`config.mk`:
```
export PLATFORM = sky130hd
export DESIGN_NAME = mem_io_responder
export DESIGN_NICKNAME = d
export VERILOG_FILES = /design/src/rtl/mem_io_responder.sv
export SDC_FILE = /design/constraint.sdc
export NUM_CORES = 2
export LEC_CHECK = 0
export ABC_AREA = 1
export ABC_CLOCK_PERIOD_IN_PS = 13100
export CAP_MARGIN = 20
export CELL_PAD_IN_SITES_DETAIL_PLACEMENT = 1
export CELL_PAD_IN_SITES_GLOBAL_PLACEMENT = 2
export CORE_MARGIN = 2
export CORE_UTILIZATION = 37
export DETAILED_ROUTE_END_ITERATION = 10
export GPL_ROUTABILITY_DRIVEN = 0
export PLACE_DENSITY_LB_ADDON = 0.2
export RECOVER_POWER = 100
export REMOVE_ABC_BUFFERS = 1
export SLEW_MARGIN = 20
export SYNTH_ARGS = -nofsm -noshare
export SYNTH_HDL_FRONTEND = slang
export SYNTH_SLANG_ARGS = --single-unit
```
`constraint.sdc`:
```
create_clock -name clk -period 13.1 [get_ports clk]
set_clock_uncertainty 0.15 [all_clocks]
set_input_delay 2.62 -clock clk [delete_from_list [all_inputs] [get_ports clk]]
set_output_delay 2.62 -clock clk [all_outputs]
set_load 0.02 [all_outputs]
```
`src/rtl/mem_io_responder.sv`:
```
// Data-memory responder for the EXE stage: 240 B RAM plus memory-mapped pixel, text,
// number display, RNG and controller registers at 0xF0-0xFF.
module mem_io_responder #(
  parameter int         CHARS     = 10,
  parameter logic [7:0] LFSR_SEED = 8'hA5
) (
  input  logic               clk,
  input  logic               rst,
  input  logic               clk_en,
  input  logic               mem_req,
  input  logic               mem_we,
  input  logic [7:0]         mem_addr,
  input  logic [7:0]         mem_wdata,
  output logic [7:0]         mem_rdata,
  input  logic [7:0]         ctrl_in,
  input  logic               pix_in,
  output logic [4:0]         pix_x,
  output logic [4:0]         pix_y,
  output logic               pix_draw,
  output logic               pix_clear,
  output logic               scr_swap,
  output logic               scr_clear,
  output logic [CHARS*5-1:0] char_disp,
  output logic               char_ovf,
  output logic [7:0]         num_value,
  output logic               num_valid,
  output logic               num_signed
);
  localparam int FW = $clog2(CHARS + 1);

  logic       acc, acc_wr, acc_rd, is_io;
  logic [3:0] io_sel;
  logic       io_wr;

  assign acc    = clk_en & mem_req;
  assign acc_wr = acc & mem_we;
  assign acc_rd = acc & ~mem_we;
  assign is_io  = (mem_addr[7:4] == 4'hF);
  assign io_sel = mem_addr[3:0];
  assign io_wr  = acc_wr & is_io;

  // RAM contents are intentionally not reset
  logic [7:0] ram [0:239];
  always_ff @(posedge clk)
    if (acc_wr && !is_io) ram[mem_addr] <= mem_wdata;

  logic [7:0] lfsr;
  logic [7:0] ctrl_s1, ctrl_s2;
  logic [7:0] rd_mux;

  always_comb begin
    rd_mux = 8'h00;
    if (!is_io) rd_mux = ram[mem_addr];
    else begin
      case (io_sel)
        4'h4:    rd_mux = {7'b0, pix_in};
        4'hE:    rd_mux = lfsr;
        4'hF:    rd_mux = ctrl_s2;
        default: rd_mux = 8'h00;
      endcase
    end
  end

  always_ff @(posedge clk or posedge rst)
    if (rst)         mem_rdata <= 8'h00;
    else if (acc_rd) mem_rdata <= rd_mux;

  // Controller synchroniser runs every clk, independent of clk_en
  always_ff @(posedge clk or posedge rst)
    if (rst) begin
      ctrl_s1 <= 8'h00;
      ctrl_s2 <= 8'h00;
    end else begin
      ctrl_s1 <= ctrl_in;
      ctrl_s2 <= ctrl_s1;
    end

  always_ff @(posedge clk or posedge rst)
    if (rst)         lfsr <= LFSR_SEED;
    else if (clk_en) lfsr <= {lfsr[6:0], lfsr[7] ^ lfsr[5] ^ lfsr[4] ^ lfsr[3]};

  // Strobes reload every clk so they can never be stretched by a stalled clk_en
  always_ff @(posedge clk or posedge rst)
    if (rst) begin
      pix_draw  <= 1'b0;
      pix_clear <= 1'b0;
      scr_swap  <= 1'b0;
      scr_clear <= 1'b0;
    end else begin
      pix_draw  <= io_wr && io_sel == 4'h2;
      pix_clear <= io_wr && io_sel == 4'h3;
      scr_swap  <= io_wr && io_sel == 4'h5;
      scr_clear <= io_wr && io_sel == 4'h6;
    end

  always_ff @(posedge clk or posedge rst)
    if (rst) begin
      pix_x      <= 5'd0;
      pix_y      <= 5'd0;
      num_value  <= 8'h00;
      num_valid  <= 1'b0;
      num_signed <= 1'b0;
    end else if (io_wr) begin
      case (io_sel)
        4'h0: pix_x <= mem_wdata[4:0];
        4'h1: pix_y <= mem_wdata[4:0];
        4'hA: begin
          num_value <= mem_wdata;
          num_valid <= 1'b1;
        end
        4'hB: num_valid  <= 1'b0;
        4'hC: num_signed <= 1'b1;
        4'hD: num_signed <= 1'b0;
        default: ;
      endcase
    end

  logic [CHARS-1:0][4:0] stage, disp_q;
  logic [FW-1:0]         fill;
  logic                  wr_char, show_char, clr_char, full;

  assign wr_char   = io_wr && io_sel == 4'h7;
  assign show_char = io_wr && io_sel == 4'h8;
  assign clr_char  = io_wr && io_sel == 4'h9;
  assign full      = (fill == FW'(CHARS));
  assign char_disp = disp_q;

  always_ff @(posedge clk or posedge rst)
    if (rst) begin
      stage    <= '0;
      fill     <= '0;
      char_ovf <= 1'b0;
      disp_q   <= '0;
    end else begin
      if (clr_char) begin
        stage    <= '0;
        fill     <= '0;
        char_ovf <= 1'b0;
      end else if (wr_char) begin
        if (full) char_ovf <= 1'b1;
        else begin
          for (int i = 0; i < CHARS; i++)
            if (fill == FW'(i)) stage[i] <= mem_wdata[4:0];
          fill <= fill + 1'b1;
        end
      end
      if (show_char) disp_q <= stage;
    end
endmodule

```
==> flow_metrics.tcl <==
set metrics [dict create \
    status "finished, violations left" \
    violations "capacitance limit, slew limit" \
    ys_ff_latch 2081 \
    syn_avg_cell_area_um2 10.9 \
    grt_usage_pct 23.0 \
    crit_type "in -> reg" \
    holdPathEnd "ctrl_s2[2]$_DFF_PP0_" \
    hold_buffers 0 \
    core_um2 228000 \
    num_vias 55700 \
    synth_top_family_by_area "simple AND/OR/NAND/NOR gates" \
    fin_tns_setup_ns 0 \
    grt_pass1_wl_um 394000 \
    chipWidth_um 483 \
    design_area_um2 95600 \
    clock_power_share_pct 43.0 \
    synth-edff-count 1920 \
    ys.flop_type "edfxtp_1" \
    area_delta_synth_final_pct 12.7 \
    clk_latency_ns 0.89 \
    htreeDepth 4 \
    synthTopCellsByCount "nand2_1, edfxtp_1, nor2_1, clkbuf_1, buf_2" \
    drtPass1Iterations 5 \
    finalSetupViolations 0 \
    netlist_top_cells_area "edfxtp_1, nand2_1, dfrtp_1" \
    fmax_ghz 0.104 \
    cp-end-kind "flop" \
    r2r_end "mem_rdata[6]$_DFFE_PP0P_" \
    syn_area_um2 84800 \
    cp.arrival_ns 9.90 \
    hold_slack_ns 0.203 \
    die_height_um 483 \
    p_total_mw 14.2 \
    synth.area.mux_share_pct 0.703 \
    drt_iter0_drc 4378 \
    grt_start_max_net_pins 183 \
    synth_top_cell_area_share_pct 68.0 \
    required_ns 13.42 \
    drtAntennaViolNets 0 \
    seq_power_share_pct 51.4 \
    cts_resized 0 \
    cp_max_fo 135 \
    hpwl_um 154000 \
    r2r_setup_slack_ns 10.43 \
    post_cts.repair.setup_buffers 0 \
    root_buffer "clkbuf_16" \
    synthCells 7793 \
    vdd_ir_drop_max_v 0.000152 \
    yosysWarnings 0 \
    hold_viol 0 \
    combPwrFrac_pct 5.7 \
    dieArea_um2 233000 \
    cts_made_buffers 224 \
    power.density_nw_per_um2 149 \
    synth_compound_area_share_pct 1.60 \
    hold_class "reg -> reg" \
    rsz0062_at_grt "false" \
    routedWlPerCell_um 24.3 \
    grt_overflow 0 \
    drive_above_1_share_pct 5.63 \
    synth.most_common_cell "nand2_1" \
    drv_slew 1616 \
    ys_async_sr_fraction_pct 7.74 \
    wl_um 268000 \
    first_global_vias 58200 \
    synth-adder-area-share_pct 0.0590 \
    cap_viol_max_count 30 \
    cts_tree "built" \
    rows 175 \
    r2r-start "ram[6][6]$_DFFE_PP_" \
    io_pins 113 \
    r2r_cells 14 \
    crit_path_start_kind "input pin" \
    p_int_mw 10.9 \
    synth_simple_gate_area_share_pct 22.6 \
    clock_sink_count 2081 \
    min_period_ns 9.58 \
    period_share_pct 73.1 \
    cts_max_path_buffers 3 \
    place_area_um2 88900 \
    synth-xor-area-share_pct 0.0310 \
    yosysUniqueCellTypes 35 \
    antenna_found_initial 10 \
    synth_top_area_cell "edfxtp_1" \
    drc 0 \
    path_clk_slew_ns 0.06 \
    maxSlewHeadroom_pct -403 \
    p_switching_mw 3.31 \
    hold_path_depth 0 \
    io_buffers 112 \
    start_util_pct 37.3 \
    worst_slew_pin_slew_ns 7.55 \
    nNetsFinal 7863 \
    p_leak_nw 37.4 \
    min_from "ctrl_s1[2]$_DFF_PP0_" \
    yosysSeqAreaShare_pct 72.7 \
    vias_per_cell 5.04 \
    switching_share_pct 23.2 \
]
-- layer usage --
| metal | vias to the layer above | GRT usage [%] | wire length, µm |
|---|---|---|---|
| met5 | - | 0 | 27 |
| met4 | 4 | 6.42 | 6730 |
| met3 | 322 | 3.55 | 13000 |
| met2 | 1156 | 38.0 | 128000 |
| met1 | 28300 | 31.4 | 120000 |
| li1 | 25900 | - | - |
-- stage by stage --
| step | util [%] | instances | setup WS, ns |
|---|---|---|---|
| 6_report | 42.0 | 11000 | 3.52 |
| 4_1_cts | 42.1 | 11000 | 6.12 |
| 5_1_grt | 42.0 | 11000 | 3.03 |
| 2_1_floorplan | - | 7408 | 2.29 |
| 3_3_place_gp | 39.0 | 10600 | 5.35 |
| 3_5_place_dp | 39.0 | 10600 | 5.17 |
-- final cells by class --
class,instances,area [µm²]
diodes,5,12.5
clock inverters,122,933
flip-flops and latches,2081,61700
clock buffers,300,6100
multi-input cells,5277,21100
well taps,3009,3760
repair buffers,195,1750
inverters,50,223
fillers,24700,132000
-- state kept, by name, summed over array words and instances (netlist names), 4 cells and up --
name and count:
ctrl_s2 8, char_disp 50, stage 50, lfsr 8, num_value 8, fill 4, mem_rdata 8, pix_y 5
pix_x 5, ram 1920, ctrl_s1 8
-- worst max path at each step --
| stage | depth (start not counted) | slack [ns] | end | startpoint |
|---|---|---|---|---|
| global placement | 10 | 5.35 | ram[9][4]$_DFFE_PP_ | mem_addr[0] |
| finish | 10 | 3.52 | ram[8][1]$_DFFE_PP_ | mem_addr[0] |
| floorplan | 13 | 2.29 | stage[15]$_DFFE_PP0P_ | mem_addr[0] |
| CTS | 10 | 6.12 | ram[9][3]$_DFFE_PP_ | mem_addr[0] |
| detailed placement | 10 | 5.17 | ram[9][6]$_DFFE_PP_ | mem_addr[0] |
| global route | 16 | 3.03 | mem_rdata[0]$_DFFE_PP0P_ | mem_addr[0] |
-- cell usage in the layout, fill, tap and decap left out, drive strengths merged --
cell type	synthesis	routed
dfrtp	157	157
nor2	549	549
o21ai	115	115
edfxtp	1920	1920
a31oi	9	9
clkbuf	168	330
clkinv	3	104
xnor2	3	3
inv	47	51
and3	1	1
ha	4	4
clkdlybuf4s50	0	7
nand2	4239	4239
diode	0	5
a22oi	64	64
a21oi	33	33
nand4	64	64
dlygate4sd3	0	95
mux2	53	53
bufinv	0	11
dfstp	4	4
nor3	7	7
buf	217	63
nand3	136	136
clkinvlp	0	6
-- worst max-delay path: stages --
cell and delay, ns:
buf_8 0.27, buf_12 0.36, nor2_1 0.20, buf_4 0.42, clkbuf_1 2.40, inv_1 0.45, nor2_1 0.40, nand2_1 0.54
clkbuf_1 0.91, nor2_1 1.05
-- power groups by stage --
stage	logic [mW]	registers (mW)	clock network, mW
floorplan	0.392	7.44	0
global placement	0.818	7.44	0
detailed placement	0.827	7.44	0
CTS	0.830	7.31	6.24
global route	0.895	7.32	6.48
finish	0.806	7.32	6.12
-- cell families after synthesis --
kind of cell	count (synthesis)
AO/OA/AOI/OAI	221
XOR/XNOR	3
adder cells (fa/ha/maj)	4
buffers and inverters	435
flip-flops	2081
multiplexers	53
AND/OR/NAND/NOR	4996
No activity file was read; power rests on OpenSTA's default activity.
